$ cat config.mk
export PLATFORM = sky130hd
export DESIGN_NAME = line_fetch
export DESIGN_NICKNAME = d
export VERILOG_FILES = /design/src/rtl/line_fetch.sv
export SDC_FILE = /design/constraint.sdc
export NUM_CORES = 1
export LEC_CHECK = 0
export CAP_MARGIN = 15
export CORE_MARGIN = 4
export CORE_UTILIZATION = 49
export DETAILED_ROUTE_END_ITERATION = 10
export HOLD_SLACK_MARGIN = 0.12
export PLACE_DENSITY = 0.86
export SLEW_MARGIN = 20
export SYNTH_ARGS = -nofsm -noshare
export SYNTH_HDL_FRONTEND = slang
export SYNTH_SLANG_ARGS = --single-unit
$ cat constraint.sdc
create_clock -name clk100 -period 3.25 [get_ports clk100]
set_input_delay 0.65 -clock clk100 [delete_from_list [all_inputs] [get_ports clk100]]
set_output_delay 0.65 -clock clk100 [all_outputs]
set_load 0.02 [all_outputs]
$ cat src/rtl/line_fetch.sv
// line_fetch: on each clk40 line request, reads one line of 16-bit pixels from a
// pipelined memory read port and streams them into the scan-out FIFO write side.
module line_fetch #(
    parameter int LINE_PIXELS = 800,
    parameter int LINE_STRIDE = 1024,
    parameter int FRAME_BASE  = 0,
    parameter int ADDR_WIDTH  = 22,
    parameter int MAX_PENDING = 8
) (
    input  logic                  clk100,
    input  logic                  reset,
    input  logic                  lineRequest,
    input  logic [9:0]            nextVPos,
    output logic [ADDR_WIDTH-1:0] memAddr,
    output logic                  memRead,
    input  logic                  memWaitRequest,
    input  logic [15:0]           memReadData,
    input  logic                  memReadDataValid,
    output logic [15:0]           fifoData,
    output logic                  fifoWrReq,
    input  logic                  fifoFull,
    input  logic                  fifoAlmostFull,
    output logic                  busy,
    output logic                  lineDone,
    output logic                  overrun,
    output logic                  overflow,
    output logic [1:0]            dbgState
);
    typedef enum logic [1:0] {
        IDLE  = 2'd0,
        SETUP = 2'd1,
        ISSUE = 2'd2,
        DRAIN = 2'd3
    } fetchState;

    localparam logic [9:0]            LINE_CNT  = 10'(LINE_PIXELS);
    localparam logic [3:0]            PEND_MAX  = 4'(MAX_PENDING);
    localparam logic [ADDR_WIDTH-1:0] BASE_ADDR = ADDR_WIDTH'(FRAME_BASE);
    localparam logic [ADDR_WIDTH-1:0] STRIDE    = ADDR_WIDTH'(LINE_STRIDE);

    fetchState             state, stateNext;
    logic [2:0]            reqSync;  // [1:0] synchronizer, [2] edge history
    logic                  start;
    logic [9:0]            vposReg, issued, returned;
    logic [3:0]            pending;
    logic [ADDR_WIDTH-1:0] lineBase;
    logic                  readHeld;
    logic                  accept, retValid;

    // memRead/memWaitRequest form a valid/ready pair: a read transfers on
    // memRead & ~memWaitRequest, and once raised memRead and memAddr hold until then.
    assign accept   = memRead & ~memWaitRequest;
    assign retValid = memReadDataValid & ((state == ISSUE) | (state == DRAIN));
    assign memAddr  = lineBase + ADDR_WIDTH'(issued);
    assign busy     = (state != IDLE);
    assign dbgState = state;

    always_ff @(posedge clk100 or posedge reset) begin
        if (reset) begin
            reqSync <= '0;
            start   <= 1'b0;
        end else begin
            reqSync <= {reqSync[1:0], lineRequest};
            start   <= reqSync[1] & ~reqSync[2];
        end
    end

    always_comb begin
        stateNext = state;
        memRead   = 1'b0;
        lineDone  = 1'b0;
        case (state)
            IDLE:  if (start) stateNext = SETUP;
            SETUP: stateNext = ISSUE;
            ISSUE: begin
                memRead = (issued < LINE_CNT) &&
                          (readHeld || ((pending < PEND_MAX) && !fifoAlmostFull));
                if (memRead && !memWaitRequest && (issued == LINE_CNT - 10'd1))
                    stateNext = DRAIN;
            end
            DRAIN: begin
                // Wait for the final write strobe to retire so lineDone trails it.
                if ((returned == LINE_CNT) && !fifoWrReq) begin
                    lineDone  = 1'b1;
                    stateNext = IDLE;
                end
            end
            default: stateNext = IDLE;
        endcase
    end

    always_ff @(posedge clk100 or posedge reset) begin
        if (reset) begin
            state     <= IDLE;
            vposReg   <= '0;
            lineBase  <= '0;
            issued    <= '0;
            returned  <= '0;
            pending   <= '0;
            readHeld  <= 1'b0;
            fifoData  <= '0;
            fifoWrReq <= 1'b0;
            overrun   <= 1'b0;
            overflow  <= 1'b0;
        end else begin
            state     <= stateNext;
            readHeld  <= memRead & memWaitRequest;
            fifoWrReq <= retValid;
            if (retValid) fifoData <= memReadData;
            if (start && (state == IDLE)) vposReg <= nextVPos;
            if (start && (state != IDLE)) overrun <= 1'b1;
            if (fifoWrReq && fifoFull) overflow <= 1'b1;
            if (state == SETUP) begin
                lineBase <= BASE_ADDR + ADDR_WIDTH'(vposReg) * STRIDE;
                issued   <= '0;
                returned <= '0;
                pending  <= '0;
            end else begin
                if (accept) issued <= issued + 10'd1;
                if (retValid) returned <= returned + 10'd1;
                case ({accept, retValid})
                    2'b10:   pending <= pending + 4'd1;
                    2'b01:   pending <= pending - 4'd1;
                    default: pending <= pending;
                endcase
            end
        end
    end
endmodule

==> summary by stage <==
STA
The clock skew is 0.007374 ns. The worst path uses 91.03% of the clock period. Setup repair after global routing left no endpoint under its margin. The final number of max-transition violations was 0. Setup violations remaining at the end of the flow were counted as 0. The accumulated negative setup slack is 0 ns.

The headroom to the max-slew limit is 61.52%. The actual slew at the worst max-slew pin is 0.5764 ns. The hold violation total from the final report was 0. The upper clock frequency limit is 338.0 MHz.

The final-layout worst hold slack is 0.3515 ns. The clock period minus worst slack is 2.959 ns.

CTS
TritonCTS built the clock tree. Buffers inserted to repair hold after CTS numbered 0. CTS built an H-tree with a depth of 3. The clock input transition at the sequential cells of the worst setup and hold paths is 0.07 ns. The later pin in the worst-skew pair is clocked with a latency of 0.34 ns. The root buffer selected by CTS is clkbuf_8. Post-CTS timing repair inserted 0 buffers for setup. The clock passes through at most 2 buffers.

The tree built by TritonCTS fans out to 70 sinks. In this run, post-CTS repair resized a total of 0 instances. Buffers inserted during clock tree synthesis total 9.

Min path
The worst hold path class is flip-flop to flip-flop.

Synth
The synthesized area per cell is 10.88 um^2. The area of the mapped netlist is 3176 um^2. Counting distinct cell types in the post-synthesis netlist gives 39.

In this run, synthesis produced a sequential element count of 70. The most instantiated library cell after synthesis is dfrtp_1. Counting flops with an async set or reset pin after synthesis yields a share of 100.0%. The biggest area contributor in the post-synthesis netlist is dfrtp_1. The gate count after technology mapping is 292. The synthesis warning total is 0. Sequential elements use 55.16% of the synthesized area. After synthesis, the largest area contributor takes up 55.16% of total cell area. After synthesis, the cell types taking the most area are dfrtp_1 (55%), mux2_2 (7.8%), nand2_1 (7.1%), ha_1 (3.5%), xnor2_1 (2.2%). The commonest cells after synthesis are dfrtp_1 (70), nand2_1 (60), mux2_2 (22).

Counting flops with a built-in enable in the synthesized netlist gives 0. For this run, the leading register cell type out of synthesis is dfrtp_1.

Route
The pre-antenna-repair detailed-routing pass consisted of 4 iterations. After detailed routing, the average wire length per cell comes to 14.47 um. The remaining number of nets flagged by the antenna check after routing is 0. The number of vias per cell after detailed routing is 5.181. The via total after detailed routing is 2373. In the routed design, unresolved DRC markers number 0. The final layout contains routed wiring with a total length of 6626 um.

The DRC marker count from the first detailed-route iteration is 92.

Worst setup path
The arrival time at the worst endpoint is 2.31 ns. The required time reported for the critical path endpoint is 2.60 ns. STA classifies the critical path startpoint as a flip-flop.

The type of the setup path with the least slack is flip-flop to output pin. The worst setup path is captured at an output pin. The maximum fanout along the worst path is 7.

GRT
Global routing consumed, over all layers together, 18.14% of the routing resources. The initial antenna violation count is 0. Entering global routing, the biggest net connects 45 pins.

The via count of the first global-routing pass is 2391. The first global-routing pass estimated 11000 um of wire. The total overflow left after global routing is 0.

Flow run
The max-cap check violation count is 0.

Power
The leakage dissipation is 1.880 nW. Summing internal, switching and leakage power gives 2.474 mW. The total power divided by cell area is 583.2 nW/um^2. The worst-case vdd ir drop is 0.3394 mV.

Placement
The number of buffer cells added on primary ports is 76. Detailed placement finished with a half-perimeter wire length of 4781 um. Routability-driven placement finished with a final weighted congestion of 0.8399. After detailed placement, the total cell area comes to 4048 um^2.

Final layout
The number of diodes is 0. The final cell area excluding filler cells is 4242 um^2. The layout cell share with drive strength beyond 1 is 13.91%. The final layout net count is 418. The area growth from synthesis to layout is 33.57%.

The final-layout fill cell count is 484. The utilization after layout is 67.18%.

Floorplan
After floorplanning, the core was sized to cover 6314 um^2. The die covers 7832 um^2. The initialized floorplan defines 29 standard-cell rows. The floorplan step set the die height to 88.50 um.

The floorplan die width is 88.50 um. During I/O placement, the number of pins put on the boundary was 79. The initial core utilization is 50.30%.

Run status
The run finished with clean final reports.
-- routing by layer --
metal / GRT usage [%] / share of wire, % / vias up
met3: 4.469 / 5.5 / 11
li1: - / - / 1157
met4: 8.516 / 1.9 / 0
met1: 23.54 / 45 / 1136
met5: 0 / 0 / -
met2: 28.69 / 48 / 69
-- metrics by stage --
stage | instances | setup WS (ns)
final | 458 | 0.2914
after global routing | 458 | 0.1585
after CTS | 458 | 0.2885
after detailed placement | 442 | 0.3812
after global placement | 442 | 0.4267
after floorplan | 293 | 0.8318
-- sequential cells by signal (all words and copies together) (netlist names) --
| name | cells |
|---|---|
| fifoData | 16 |
| issued | 10 |
| lineBase | 10 |
| returned | 10 |
| vposReg | 10 |
| pending | 4 |
| reqSync | 3 |
| dbgState | 2 |
| fifoWrReq | 1 |
| overflow | 1 |
| overrun | 1 |
| readHeld | 1 |
| start | 1 |
-- report_power, final --
group / switching [mW] / leakage, nW / total [mW] / internal, mW
sequential: 0.142 / 0.842 / 1.14 / 0.998
clock: 0.326 / 0.0950 / 0.667 / 0.341
combinational: 0.324 / 0.943 / 0.668 / 0.343
-- layout by cell type, fill, tap and decap left out, types with 4 or more instances in the layout --
cell type and instances:
a21oi_1 8, and3_1 5, buf_4 5, clkbuf_8 12, clkdlybuf4s50_1 76, dfrtp_1 70, ha_1 9, inv_1 11
mux2_2 22, mux2i_1 4, nand2_1 60, nand3_1 6, nand4_1 5, nor2_1 17, nor2b_1 4, nor3_1 6
nor4_1 4, o21ai_0 6, or3_1 4, xnor2_1 8, xor2_1 5
-- area by class of cell --
cell class / instances / area [um^2] / share of cell area [%]
Timing Repair Buffer: 82 / 818.3 / 19.29
Clock buffer: 12 / 165.2 / 3.894
Inverter: 13 / 48.80 / 1.150
Sequential cell: 70 / 1752 / 41.30
Tap cell: 77 / 96.34 / 2.271
Multi-Input combinational cell: 200 / 1333 / 31.42
Clock inverter: 4 / 28.78 / 0.6785
-- path summary, 6_finish.rpt --
check	from	endpoint	slack [ns]	cells after the start
worst max-delay path	returned[2]$_DFFE_PP0P_	lineDone	0.29	4
worst min-delay path	reqSync[0]$_DFF_PP0_	reqSync[1]$_DFF_PP0_	0.35	0
worst max register to register	dbgState[0]$_DFFE_PP0P_	pending[3]$_DFFE_PP0P_	0.65	9
worst min register to register	reqSync[0]$_DFF_PP0_	reqSync[1]$_DFF_PP0_	0.35	0
max in group asynchronous	reset	returned[7]$_DFFE_PP0P_	1.92	3
min in group asynchronous	reset	overflow$_DFFE_PP0P_	0.69	2
-- cell families (layout without fill, tap and decap cells) --
group	after synthesis	in the layout	synth area share, %
DFF	70	70	55.16
other	1	2	0.1181
buffers and inverters	23	111	2.994
AOI/OAI and AO/OA	29	29	7.211
muxes	27	27	9.535
adders and majority gates	9	9	3.546
and+or+nand+nor	120	120	17.85
xor gates and xnor gates	13	13	3.586
-- critical path, cell delays in order, from the launching register on --
cell and delay (ns):
dfrtp_1 0.45, or4b_4 0.59, nor4_1 0.19, and2_1 0.16, clkdlybuf4s50_1 0.60
No activity file was read; power rests on OpenSTA's default activity.
